## config.mk

```make
export PLATFORM = sky130hd
export DESIGN_NAME = l1_trace_issuer_flat
export DESIGN_NICKNAME = d
export VERILOG_FILES = /design/src/rtl/l1_trace_issuer_if.sv /design/src/rtl/l1_trace_issuer.sv /design/src/flat_wrapper.sv
export SDC_FILE = /design/constraint.sdc
export NUM_CORES = 1
export LEC_CHECK = 0
export BUFFER_PORTS_ARGS = -buffer_cell sky130_fd_sc_hd__clkbuf_2
export CORE_AREA = 5 5 160 162
export DETAILED_ROUTE_END_ITERATION = 6
export DIE_AREA = 0 0 165 167
export PLACE_DENSITY_LB_ADDON = 0.3
export SETUP_SLACK_MARGIN = 0.3
export SKIP_CTS_REPAIR_TIMING = 1
export SYNTH_ARGS = -nofsm -noshare
export SYNTH_HDL_FRONTEND = slang
export SYNTH_SLANG_ARGS = --single-unit
```

## constraint.sdc

```tcl
create_clock -name clock -period 10.6 [get_ports clock]
set_input_delay 1.06 -clock clock [delete_from_list [all_inputs] [get_ports clock]]
set_output_delay 1.06 -clock clock [all_outputs]
set_load 0.005 [all_outputs]
```

## src/rtl/l1_trace_issuer_if.sv

```systemverilog
// Bundles the trace-record input, the L1/snoop request ports and the status outputs of
// l1_trace_issuer. The bench drives through master; the issuer connects through slave.
interface l1_trace_issuer_if #(
  parameter int commandSize = 8,
  parameter int addressSize = 32
);
  logic                   traceValid;
  logic                   traceReady;
  logic [commandSize-1:0] traceCommand;
  logic [addressSize-1:0] traceAddress;

  logic                   l1Valid;
  logic [commandSize-1:0] l1Command;
  logic [addressSize-1:0] l1Address;
  logic                   l1Done;

  logic                   snoopValid;
  logic [commandSize-1:0] snoopCommand;
  logic [addressSize-1:0] snoopAddress;
  logic                   snoopDone;

  logic                   clearPulse;
  logic                   printPulse;
  logic [15:0]            badCommandCount;
  logic                   timeoutError;
  logic                   idle;

  modport master (
    output traceValid, traceCommand, traceAddress, l1Done, snoopDone,
    input  traceReady, l1Valid, l1Command, l1Address,
           snoopValid, snoopCommand, snoopAddress,
           clearPulse, printPulse, badCommandCount, timeoutError, idle
  );

  modport slave (
    input  traceValid, traceCommand, traceAddress, l1Done, snoopDone,
    output traceReady, l1Valid, l1Command, l1Address,
           snoopValid, snoopCommand, snoopAddress,
           clearPulse, printPulse, badCommandCount, timeoutError, idle
  );
endinterface

```

## src/rtl/l1_trace_issuer.sv

```systemverilog
// Buffers decoded trace records in a small FIFO and issues them in order, one outstanding
// request at a time, to the L1 or snoop port of the cache model, with a completion watchdog.
module l1_trace_issuer #(
  parameter int commandSize   = 8,
  parameter int addressSize   = 32,
  parameter int fifoDepth     = 4,
  parameter int timeoutCycles = 255
) (
  input logic              clock,
  input logic              reset,
  l1_trace_issuer_if.slave bus
);

  localparam int AW = $clog2(fifoDepth);
  localparam int PW = AW + 1;
  localparam int TW = (timeoutCycles > 1) ? $clog2(timeoutCycles) : 1;

  typedef enum logic [1:0] {
    ST_IDLE,
    ST_WAIT_L1,
    ST_WAIT_SNOOP
  } state_e;

  typedef enum logic [2:0] {
    DEC_L1,
    DEC_SNOOP,
    DEC_CLEAR,
    DEC_PRINT,
    DEC_BAD
  } decode_e;

  typedef struct packed {
    logic [commandSize-1:0] cmd;
    logic [addressSize-1:0] addr;
  } record_t;

  function automatic decode_e decode(input logic [commandSize-1:0] cmd);
    if (cmd <= commandSize'(2))      return DEC_L1;
    else if (cmd <= commandSize'(6)) return DEC_SNOOP;
    else if (cmd == commandSize'(8)) return DEC_CLEAR;
    else if (cmd == commandSize'(9)) return DEC_PRINT;
    else                             return DEC_BAD;
  endfunction

  // Record FIFO: pointers carry one extra wrap bit to tell full from empty.
  record_t          mem_q [fifoDepth];
  logic [PW-1:0]    wr_ptr_q, wr_ptr_d;
  logic [PW-1:0]    rd_ptr_q, rd_ptr_d;
  logic             fifo_empty, fifo_full;
  logic             push, pop;
  record_t          head;

  assign fifo_empty     = (wr_ptr_q == rd_ptr_q);
  assign fifo_full      = (wr_ptr_q[AW-1:0] == rd_ptr_q[AW-1:0]) &&
                          (wr_ptr_q[AW] != rd_ptr_q[AW]);
  assign bus.traceReady = !fifo_full && !reset;
  assign push           = bus.traceValid && bus.traceReady;
  assign head           = mem_q[rd_ptr_q[AW-1:0]];
  assign wr_ptr_d       = wr_ptr_q + PW'(push);
  assign rd_ptr_d       = rd_ptr_q + PW'(pop);

  // NOTE: the storage array has no reset; the pointers alone decide which entries are live,
  // so flushing on reset costs nothing and the array can map onto plain RAM/flops.
  always_ff @(posedge clock) begin
    if (push) mem_q[wr_ptr_q[AW-1:0]] <= '{cmd: bus.traceCommand, addr: bus.traceAddress};
  end

  // Issue FSM and its registered outputs.
  state_e                 state_q, state_d;
  logic [commandSize-1:0] l1_cmd_q, l1_cmd_d;
  logic [addressSize-1:0] l1_addr_q, l1_addr_d;
  logic [commandSize-1:0] sn_cmd_q, sn_cmd_d;
  logic [addressSize-1:0] sn_addr_q, sn_addr_d;
  logic                   clear_q, clear_d;
  logic                   print_q, print_d;
  logic [15:0]            bad_q, bad_d;
  logic                   timeout_q, timeout_d;
  logic                   idle_q, idle_d;
  logic [TW-1:0]          wd_q, wd_d;
  logic                   wd_expired;

  assign wd_expired = (wd_q == TW'(timeoutCycles - 1));

  // NOTE: every signal written here gets a default first, so no path through the case
  // statements can leave one unassigned and infer a latch.
  always_comb begin
    state_d   = state_q;
    pop       = 1'b0;
    l1_cmd_d  = l1_cmd_q;
    l1_addr_d = l1_addr_q;
    sn_cmd_d  = sn_cmd_q;
    sn_addr_d = sn_addr_q;
    clear_d   = 1'b0;
    print_d   = 1'b0;
    bad_d     = bad_q;
    timeout_d = timeout_q;
    wd_d      = '0;

    unique case (state_q)
      ST_IDLE: begin
        if (!fifo_empty) begin
          pop = 1'b1;
          unique case (decode(head.cmd))
            DEC_L1: begin
              l1_cmd_d  = head.cmd;
              l1_addr_d = head.addr;
              state_d   = ST_WAIT_L1;
            end
            DEC_SNOOP: begin
              sn_cmd_d  = head.cmd;
              sn_addr_d = head.addr;
              state_d   = ST_WAIT_SNOOP;
            end
            DEC_CLEAR: clear_d = 1'b1;
            DEC_PRINT: print_d = 1'b1;
            default:   if (bad_q != 16'hFFFF) bad_d = bad_q + 16'd1;
          endcase
        end
      end

      // A done in the expiry cycle takes priority, so the request completes cleanly.
      ST_WAIT_L1: begin
        if (bus.l1Done) begin
          state_d = ST_IDLE;
        end else if (wd_expired) begin
          state_d   = ST_IDLE;
          timeout_d = 1'b1;
        end else begin
          wd_d = wd_q + TW'(1);
        end
      end

      ST_WAIT_SNOOP: begin
        if (bus.snoopDone) begin
          state_d = ST_IDLE;
        end else if (wd_expired) begin
          state_d   = ST_IDLE;
          timeout_d = 1'b1;
        end else begin
          wd_d = wd_q + TW'(1);
        end
      end

      default: state_d = ST_IDLE;
    endcase

    idle_d = (state_d == ST_IDLE) && (wr_ptr_d == rd_ptr_d);
  end

  // NOTE: state registers use non-blocking assignments so every flop samples the values
  // from before the edge, independent of statement order.
  always_ff @(posedge clock) begin
    if (reset) begin
      state_q   <= ST_IDLE;
      wr_ptr_q  <= '0;
      rd_ptr_q  <= '0;
      l1_cmd_q  <= '0;
      l1_addr_q <= '0;
      sn_cmd_q  <= '0;
      sn_addr_q <= '0;
      clear_q   <= 1'b0;
      print_q   <= 1'b0;
      bad_q     <= '0;
      timeout_q <= 1'b0;
      idle_q    <= 1'b1;
      wd_q      <= '0;
    end else begin
      state_q   <= state_d;
      wr_ptr_q  <= wr_ptr_d;
      rd_ptr_q  <= rd_ptr_d;
      l1_cmd_q  <= l1_cmd_d;
      l1_addr_q <= l1_addr_d;
      sn_cmd_q  <= sn_cmd_d;
      sn_addr_q <= sn_addr_d;
      clear_q   <= clear_d;
      print_q   <= print_d;
      bad_q     <= bad_d;
      timeout_q <= timeout_d;
      idle_q    <= idle_d;
      wd_q      <= wd_d;
    end
  end

  assign bus.l1Valid         = (state_q == ST_WAIT_L1);
  assign bus.l1Command       = l1_cmd_q;
  assign bus.l1Address       = l1_addr_q;
  assign bus.snoopValid      = (state_q == ST_WAIT_SNOOP);
  assign bus.snoopCommand    = sn_cmd_q;
  assign bus.snoopAddress    = sn_addr_q;
  assign bus.clearPulse      = clear_q;
  assign bus.printPulse      = print_q;
  assign bus.badCommandCount = bad_q;
  assign bus.timeoutError    = timeout_q;
  assign bus.idle            = idle_q;

  // Requests and pulses are mutually exclusive by construction.
  assert property (@(posedge clock) disable iff (reset)
    $onehot0({bus.l1Valid, bus.snoopValid, bus.clearPulse, bus.printPulse}));

endmodule

```

## src/flat_wrapper.sv

```systemverilog
// flat-port wrapper written by rule: the top's interface ports become plain ports
module l1_trace_issuer_flat 
#(
  parameter int commandSize   = 8,
  parameter int addressSize   = 32,
  parameter int fifoDepth     = 4,
  parameter int timeoutCycles = 255
)
  (clock, reset, bus_traceValid, bus_traceCommand, bus_traceAddress, bus_l1Done, bus_snoopDone, bus_traceReady, bus_l1Valid, bus_l1Command, bus_l1Address, bus_snoopValid, bus_snoopCommand, bus_snoopAddress, bus_clearPulse, bus_printPulse, bus_badCommandCount, bus_timeoutError, bus_idle);
  l1_trace_issuer_if #(.commandSize(commandSize), .addressSize(addressSize)) bus_i ();
  input logic clock;
  input logic reset;
  input wire logic [$bits(bus_i.traceValid)-1:0] bus_traceValid;
  input wire logic [$bits(bus_i.traceCommand)-1:0] bus_traceCommand;
  input wire logic [$bits(bus_i.traceAddress)-1:0] bus_traceAddress;
  input wire logic [$bits(bus_i.l1Done)-1:0] bus_l1Done;
  input wire logic [$bits(bus_i.snoopDone)-1:0] bus_snoopDone;
  output wire logic [$bits(bus_i.traceReady)-1:0] bus_traceReady;
  output wire logic [$bits(bus_i.l1Valid)-1:0] bus_l1Valid;
  output wire logic [$bits(bus_i.l1Command)-1:0] bus_l1Command;
  output wire logic [$bits(bus_i.l1Address)-1:0] bus_l1Address;
  output wire logic [$bits(bus_i.snoopValid)-1:0] bus_snoopValid;
  output wire logic [$bits(bus_i.snoopCommand)-1:0] bus_snoopCommand;
  output wire logic [$bits(bus_i.snoopAddress)-1:0] bus_snoopAddress;
  output wire logic [$bits(bus_i.clearPulse)-1:0] bus_clearPulse;
  output wire logic [$bits(bus_i.printPulse)-1:0] bus_printPulse;
  output wire logic [$bits(bus_i.badCommandCount)-1:0] bus_badCommandCount;
  output wire logic [$bits(bus_i.timeoutError)-1:0] bus_timeoutError;
  output wire logic [$bits(bus_i.idle)-1:0] bus_idle;
  assign bus_i.traceValid = bus_traceValid;
  assign bus_i.traceCommand = bus_traceCommand;
  assign bus_i.traceAddress = bus_traceAddress;
  assign bus_i.l1Done = bus_l1Done;
  assign bus_i.snoopDone = bus_snoopDone;
  assign bus_traceReady = bus_i.traceReady;
  assign bus_l1Valid = bus_i.l1Valid;
  assign bus_l1Command = bus_i.l1Command;
  assign bus_l1Address = bus_i.l1Address;
  assign bus_snoopValid = bus_i.snoopValid;
  assign bus_snoopCommand = bus_i.snoopCommand;
  assign bus_snoopAddress = bus_i.snoopAddress;
  assign bus_clearPulse = bus_i.clearPulse;
  assign bus_printPulse = bus_i.printPulse;
  assign bus_badCommandCount = bus_i.badCommandCount;
  assign bus_timeoutError = bus_i.timeoutError;
  assign bus_idle = bus_i.idle;
  l1_trace_issuer #(.commandSize(commandSize), .addressSize(addressSize), .fifoDepth(fifoDepth), .timeoutCycles(timeoutCycles)) u_core (.clock(clock), .reset(reset), .bus(bus_i));
endmodule
```

Word level (Yosys, flattened, before mapping)
Memories as Yosys holds them, arrays and structs flattened. A register that Yosys moved wholly into a read port is not among the register bits.
Index checks and enable logic that the tools add are counted.

operators by class
  mux-type cells = 27
  reductions and logical operators = 16
  $lt $le $gt $ge = 2
  $add $sub $neg = 4
  eq/ne operators = 15
  bitwise logic cells = 3

operators with widths
  cell                   number
  $mux 8                 3
  $mux 3                 6
  $add 16x1->16 const B  1
  $eq 8x4->1 const B     2
  $ne 16x16->1 const B   1
  $pmux 8 s2             1
  $mux 2                 5
  $mux 1                 9
  $reduce_and 3->1       3
  $add 8x1->8 const B    1
  $eq 8x8->1 const B     1
  $le 8x2->1 const B     1
  $le 8x3->1 const B     1
  $add 3x1->3            2
  $eq 3x2->1 const B     2
  $eq 3x3->1             2
  $pmux 2 s3             1
  $logic_and 1x1->1      4
  $logic_not 2->1        2
  $ne 2x2->1 const B     2
  $pmux 2 s2             1
  $reduce_and 4->1       1
  $reduce_or 4->1        1
  $eq 3x1->1 const B     1
  other kinds (10)       13

word-level totals
  logic and storage cells = 81
  input port bits = 45
  memory bits (writable) = 160
  bits in registers = 116
  memories = 1

memory list
  name          depth  bits a word  rd ports  clocked after Yosys merged registers in  wr ports  line                   text
  u_core.mem_q  4      40           1         1                                        1         l1_trace_issuer.sv:46  record_t mem_q [fifoDepth];

Depth between registers and ports, before layout
Gate-level depths: netlist of the first run.

  word-level depth = 13
  gate-level depth with buffers = 12

Worst setup path before layout of the first run
Ideal clock, no wire load.

  path type = input to register
  start = in reset
  end = mem u_core.mem_q[0][0] (netlist name), enable pin
  stages on the path = 3
  required time = 10.105 ns
  path buffers = 0
  arrival time = 4.458 ns
  library setup time = 0.495 ns
  setup slack = 5.646 ns
  path through = a21oi_1 -> and2_0 -> nor3b_1

between the ends
  cells in the longest elaborated chain, start to end = 5

ends and longest elaborated chain
  item                          line                   text
  start, declared               flat_wrapper.sv:12     input logic reset;
  $logic_not 1->1               l1_trace_issuer.sv:56  assign bus.traceReady = !fifo_full && !reset;
  $logic_and 1x1->1             l1_trace_issuer.sv:56
  $logic_and 1x1->1             l1_trace_issuer.sv:57  assign push = bus.traceValid && bus.traceReady;
  $mux 1                        l1_trace_issuer.sv:65  if (push) mem_q[wr_ptr_q[AW-1:0]] <= '{cmd: bus.traceCommand, addr: bus.traceAddress};
  $mux 1 (not written as such)  l1_trace_issuer.sv:65
  end, declared                 l1_trace_issuer.sv:46

No other way between the ends.

Worst setup path in the final report of the first run
  start = reg u_core.rd_ptr_q[0]
  end = reg u_core.sn_addr_q[28], in the netlist u_core.bus.snoopAddress[28]

between the ends
  cells in the longest elaborated chain, start to end = 3

ends and longest elaborated chain
  item                        line                    text
  start, declared             l1_trace_issuer.sv:48   logic [PW-1:0] rd_ptr_q, rd_ptr_d;
  start signal, assigned      l1_trace_issuer.sv:170  rd_ptr_q <= rd_ptr_d;
  $eq 3x3->1                  l1_trace_issuer.sv:53   assign fifo_empty = (wr_ptr_q == rd_ptr_q);
  $not 1->1 (no line)         -
  $reduce_and 3->1 (no line)  -
  end signal, assigned        l1_trace_issuer.sv:174  sn_addr_q <= sn_addr_d;
  end, declared               l1_trace_issuer.sv:73   logic [addressSize-1:0] sn_addr_q, sn_addr_d;

No other way between the ends.
A chain may end at the register's enable or synchronous reset.

==> results of run 1 <==
## cell usage after synthesis (all sizes together) (3+ instances only)
cell     number  area share (%)
dfxtp       116              22
mux2i        70             6.7
and4          5            0.41
a2111oi       6            0.95
mux4         35             7.5
edfxtp      160              46
ha           11             1.3
and2         17             1.0
o21ai         3            0.14
nand2b        4            0.24
xnor2        22             1.8
nor2b         4            0.24
nand2        16            0.57
nor2        106             3.8
nand4         5            0.30
and3          3            0.18
a22oi         3            0.39
a211oi        9            0.64
nor3b         3            0.21
xor2          8            0.66
clkbuf       18            0.64
nand3        12            0.62
a21oi        11            0.56
buf          15             1.6
inv           8            0.28
## sequential cells by signal, summed over array words and instances, names as in the netlist, 8 cells and up
name / cells
u_core.bus.snoopAddress: 32
u_core.bus.badCommandCount: 16
u_core.bus.snoopCommand: 8
u_core.mem_q: 160
u_core.wd_q: 8
u_core.bus.l1Command: 8
u_core.bus.l1Address: 32
## stage by stage
step	power (W)	hold slack, ps	instance area (sq um)	util [%]	setup WS (ps)
2_1_floorplan	0.001475	452.8	10560	-	5646
3_3_place_gp	0.001566	444.6	11560	48.25	7106
3_5_place_dp	0.001568	444.1	11560	48.25	7040
4_1_cts	0.002521	464.7	12470	52.02	7030
5_1_grt	0.002611	472.8	12470	52.02	6773
6_report	0.002490	460.9	12470	52.02	7086
## path summary, 6_finish.rpt
| check | from | end | slack (ps) | depth (start not counted) |
|---|---|---|---|---|
| hold / removal | u_core.bus.l1Command[3] | u_core.bus.l1Command[3] | 460 | 1 |
| setup reg to reg | u_core.rd_ptr_q[0] | u_core.bus.snoopAddress[28] | 7090 | 8 |
| hold reg to reg | u_core.bus.l1Command[3] | u_core.bus.l1Command[3] | 460 | 1 |
| setup / recovery | u_core.rd_ptr_q[0] | u_core.bus.snoopAddress[28] | 7090 | 8 |
## worst max-delay path, delay by kind of cell (launching register included)
family / cells / cell delay, ps
buf+inv: 2 / 1110
compound gates: 2 / 740
flops: 1 / 310
simple gates: 3 / 930
mux: 1 / 250
## report_power, final
part	internal [W]	leakage (nW)	switching, W
clock	0.000561	0.448	0.000390
sequential	0.00116	2.39	0.0000123
combinational	0.000156	1.60	0.000208
total	0.00188	4.44	0.000611
## cell type report
cell class	instances	area, sq um	area share [%]
flip-flops and latches	276	7129	57.19
multi-input cells	376	3183	25.53
repair buffers	157	813.3	6.524
clock buffers	35	768.2	6.163
well taps	324	405.4	3.252
clock inverters	17	136.4	1.094
inverters	8	30.03	0.2409
## logic make-up (layout without fill, tap and decap cells)
family,Yosys count,in the layout,share of synthesized area [%]
mux,106,106,14.25
flops,276,276,67.50
xor+xnor,30,30,2.489
compound gates,45,45,3.662
fa+ha+maj,11,11,1.304
buf+inv,41,217,2.572
simple gates,184,184,8.225
## per-layer routing
metal	GRT usage, %	wire [um]
met5	0	13
met4	3.978	381
met3	4.078	1471
met2	22.98	9627
met1	21.58	9463
==> results.cfg, run 1 <==
[power]
max-vdd-ir-drop_uv = 124.7
p_leak_nw = 4.435
power_density_nw_per_um2 = 199.8

[worst_hold_path]
hold_path_class = reg -> reg

[clock_network]
cts_tree = built
cts.path.max_buffers = 3
clk_latency_ps = 530
numCtsBuffers = 28
cts_root_buf = clkbuf_16
cts_sinks = 276
clk_pin_slew_ps = 60
h-tree-depth = 1

[global_route]
grt_remaining_overflow = 0
grt_max_degree = 64
antenna_found_initial = 1
grt_usage_pct = 15.11
first_global_vias = 6026
grt_pass1_wl_mm = 33.26

[drt]
first_iter_violations = 311
vias = 6021
wl_mm = 20.96
vias_per_cell = 5.047
dr.pass1.iters = 4
wl_per_cell_um = 17.57
drc = 0
detail-route-antenna-nets = 0

[floorplanning]
initial_core_util_pct = 44.06
rows = 57
dieArea_sq_um = 27560
die_x_um = 165
fp.coreArea_sq_um = 23960
io_pins = 148
fp.dieH_um = 167

[setup_path]
crit_slowest_cell = buf_4
crit_path_max_fanout = 43
cp_cell_sequence = buf_4 -> nor4bb_1 -> a22oi_1 -> a2111oi_4 -> and2_2 -> buf_4 -> mux2i_1 -> nor2_1
end_kind = flip-flop
path_common_cell = buf_4
start_kind = flip-flop
crit_required_ps = 10980
path_class = reg -> reg
arrival_ps = 3900
max_stage_delay_ps = 650

[yosys]
synth_nets = 749
synth-edff-count = 160
ys_types = 58
synth_ff_type = edfxtp_1
async_flop_share_pct = 0
ys_seq_elements = 276
syn_area_sq_um = 10560
synth_area_per_cell_sq_um = 15.23
synthCells = 693
yosysSeqAreaShare_pct = 67.50
ys_warn_count = 0

[final_layout]
final_cell_mix = 160 x edfxtp_1, 146 x clkbuf_2, 114 x dfxtp_1
stdcell_count = 1193
drive_gt1_share_pct = 29.23
fin_nets = 903
areaGrowthSynthToFinish_pct = 18.07
num-fill-cells = 2044
final_common_cell = edfxtp_1
antennaDiodeCount = 0

[flow_run]
cap_viol_max_count = 0

[timing]
hold_viol = 0
rsz0062_at_grt = false
setup_viol = 0
tightest_slew_ps = 1100
fin_setup_tns_ps = 0
max_freq_mhz = 284.6
fin_crit_sh_pct = 33.15
fin_worst_skew_ps = 7.067
slew_headroom_pct = 26.66
fin_crit_ps = 3514
drv_slew = 0

[placed_design]
gp_congestion = 0.7753
hpwl_mm = 13.51
io_buffers = 147
dp.cells = 1141

[outcome]
status = finished, final reports clean
Power figures use the tool's default switching activity.
==> inputs of run 2 (changes only) <==
--- a/config.mk
+++ b/config.mk
@@ -5,10 +5,11 @@
 export SDC_FILE = /design/constraint.sdc
 export NUM_CORES = 1
 export LEC_CHECK = 0
+export ABC_AREA = 1
 export BUFFER_PORTS_ARGS = -buffer_cell sky130_fd_sc_hd__clkbuf_2
-export CORE_AREA = 5 5 160 162
+export CORE_AREA = 5 5 161 163
 export DETAILED_ROUTE_END_ITERATION = 6
-export DIE_AREA = 0 0 165 167
+export DIE_AREA = 0 0 166 168
 export PLACE_DENSITY_LB_ADDON = 0.3
 export SETUP_SLACK_MARGIN = 0.3
 export SKIP_CTS_REPAIR_TIMING = 1
==> constraint.sdc (replaced) <==
create_clock -name clock -period 2.9 [get_ports clock]
set_input_delay 0.29 -clock clock [delete_from_list [all_inputs] [get_ports clock]]
set_output_delay 0.29 -clock clock [all_outputs]
set_load 0.005 [all_outputs]
==> run 2 against run 1 <==
  * Cell count up 31%
  * First-iteration DRC count up 100%
  * Area after synthesis up 1.3%
  * Design area up 5.2%
  * Global-route usage up 2.5 points
  * Critical path depth up 5
==> results.cfg, run 2 <==
[floorplanning]
die_x_um = 166
fp.dieH_um = 168
dieArea_sq_um = 27890
initial_core_util_pct = 44.24
io_pins = 148
rows = 57
fp.coreArea_sq_um = 24180

[global_route]
grt_usage_pct = 17.58
first_global_vias = 7563
grt_max_degree = 60
grt_remaining_overflow = 0
antenna_found_initial = 2
grt_pass1_wl_mm = 40.42

[yosys]
synth_area_per_cell_sq_um = 10.38
ys_warn_count = 0
synthCells = 1030
async_flop_share_pct = 0
yosysSeqAreaShare_pct = 66.64
syn_area_sq_um = 10700
ys_seq_elements = 276
ys_types = 29
synth_top_area_cell = edfxtp_1
synth_ff_type = edfxtp_1
synth_top_cell_area_share_pct = 44.92
synth_common_cells = 175 x nand2_1, 166 x nor2_1, 160 x edfxtp_1
synth_nets = 1086
synthMostInstantiatedCell = nand2_1
synth-edff-count = 160
synthTopCellsByArea = edfxtp_1 45%, dfxtp_1 22%, nand2_1 6.1%

[power]
power_density_nw_per_um2 = 734.6
max-vdd-ir-drop_uv = 402.0
p_leak_nw = 5.161

[setup_path]
crit_required_ps = 3370
end_kind = flip-flop
path_class = reg -> reg
arrival_ps = 2780
crit_path_max_fanout = 10
start_kind = flip-flop

[final_layout]
fin_nets = 1272
drive_gt1_share_pct = 19.31
post-route-util_pct = 54.24
num-fill-cells = 2088
final_cell_mix = 175 x nand2_1, 166 x nor2_1, 160 x edfxtp_1
final_common_cell = nand2_1
stdcell_count = 1564
areaGrowthSynthToFinish_pct = 22.61
largest_reg_flops = 160

[timing]
fin_crit_ps = 2311
rsz0062_at_grt = false
slew_headroom_pct = 50.30
timing.hold.ws_ps = 18.76
tightest_slew_ps = 745.5
drv_slew = 0
hold_viol = 0
max_freq_mhz = 432.7
setup_viol = 0
fin_crit_sh_pct = 79.70
fin_worst_skew_ps = 22.74

[clock_network]
cts_tree = built
numCtsBuffers = 29
cts_root_buf = clkbuf_16
clk_latency_ps = 540
clk_pin_slew_ps = 60
h-tree-depth = 1
cts.path.max_buffers = 3
cts_sinks = 276

[placed_design]
io_buffers = 147
gp_congestion = 0.8304
hpwl_mm = 15.60
dp.cells = 1467

[drt]
wl_per_cell_um = 16.18
drc = 0
first_iter_violations = 632
dr.pass1.iters = 5
detail-route-antenna-nets = 0
vias_per_cell = 5.008
vias = 7832
wl_mm = 25.31

[outcome]
status = finished, final reports clean

[worst_hold_path]
hold_path_class = in -> reg

[flow_run]
cap_viol_max_count = 0
-- run 2: cell count changes after synthesis, moves of 23 or more --
cell,before,now
o21ai_0,2,105
inv_1,8,53
nand3_1,11,34
mux4_2,35,0
nand2_1,16,175
a21oi_1,10,54
o22ai_1,1,33
nor2_1,106,166
mux2i_1,69,0
-- run 2: path summary, 6_finish.rpt --
path | start | to | slack, ps | cells after the start
min reg2reg | u_core.bus.l1Command[4] | u_core.bus.l1Command[4] | 440 | 2
max | u_core.rd_ptr_q[1] | u_core.bus.idle | 590 | 13
max reg2reg | u_core.rd_ptr_q[1] | u_core.bus.idle | 590 | 13
min | bus_traceAddress[1] | u_core.mem_q[1][1] | 20 | 1
-- run 2: layer usage --
metal / global-route usage [%] / wire, um
met3: 4.338 / 1423
met1: 23.35 / 11440
met4: 3.587 / 271
met5: 0 / 0
met2: 29.60 / 12170
-- run 2: final cells by class --
| class | instances | area [sq um] | area share (%) |
|---|---|---|---|
| Inverter | 59 | 226.5 | 1.727 |
| Tap cell | 324 | 405.4 | 3.091 |
| Multi-Input combinational cell | 641 | 3119 | 23.79 |
| Sequential cell | 276 | 7137 | 54.42 |
| Clock inverter | 10 | 73.82 | 0.5629 |
| Timing Repair Buffer | 209 | 1349 | 10.29 |
| Clock buffer | 43 | 798.3 | 6.087 |
| Antenna cell | 2 | 5.005 | 0.03816 |
-- run 2: worst max-delay path, stage by stage (launching register included) --
cell and delay [ps]:
dfxtp_4 390, xnor2_1 240, nand2_1 70, o21ai_0 160, inv_1 110, nand2_1 110, inv_1 50, ha_1 180
ha_1 310, xnor2_1 160, nand4_1 110, o21ai_1 170, nand2_1 80, nor2_1 110
-- run 2: cell families (layout without fill, tap and decap cells) --
kind of cell / Yosys count / in the layout / share of synthesized area [%]
buf+inv: 113 / 321 / 4.738
flops: 276 / 276 / 66.64
xor+xnor: 23 / 23 / 1.883
fa+ha+maj: 11 / 11 / 1.287
other cells: 0 / 2 / 0
simple gates: 413 / 413 / 15.95
compound gates: 194 / 194 / 9.511
-- run 2: where the power goes --
part | total (W) | internal, W | leakage (nW) | switching (W)
Sequential | 0.00442 | 0.00430 | 2.39 | 0.000119
Combinational | 0.00181 | 0.000563 | 2.34 | 0.00125
Clock | 0.00340 | 0.00198 | 0.427 | 0.00142
Total | 0.00963 | 0.00685 | 5.16 | 0.00279
-- run 2: per-stage QoR --
step | setup WS (ps) | instance area [sq um] | setup TNS, ps | total power [W]
2_1_floorplan | -174.8 | 10720 | -27960 | 0.005699
3_3_place_gp | 314.2 | 11810 | 0 | 0.006223
3_5_place_dp | 326.3 | 11810 | 0 | 0.006257
4_1_cts | 238.5 | 12680 | 0 | 0.009662
5_1_grt | 342.5 | 13110 | 0 | 0.01016
6_report | 588.7 | 13110 | 0 | 0.009633
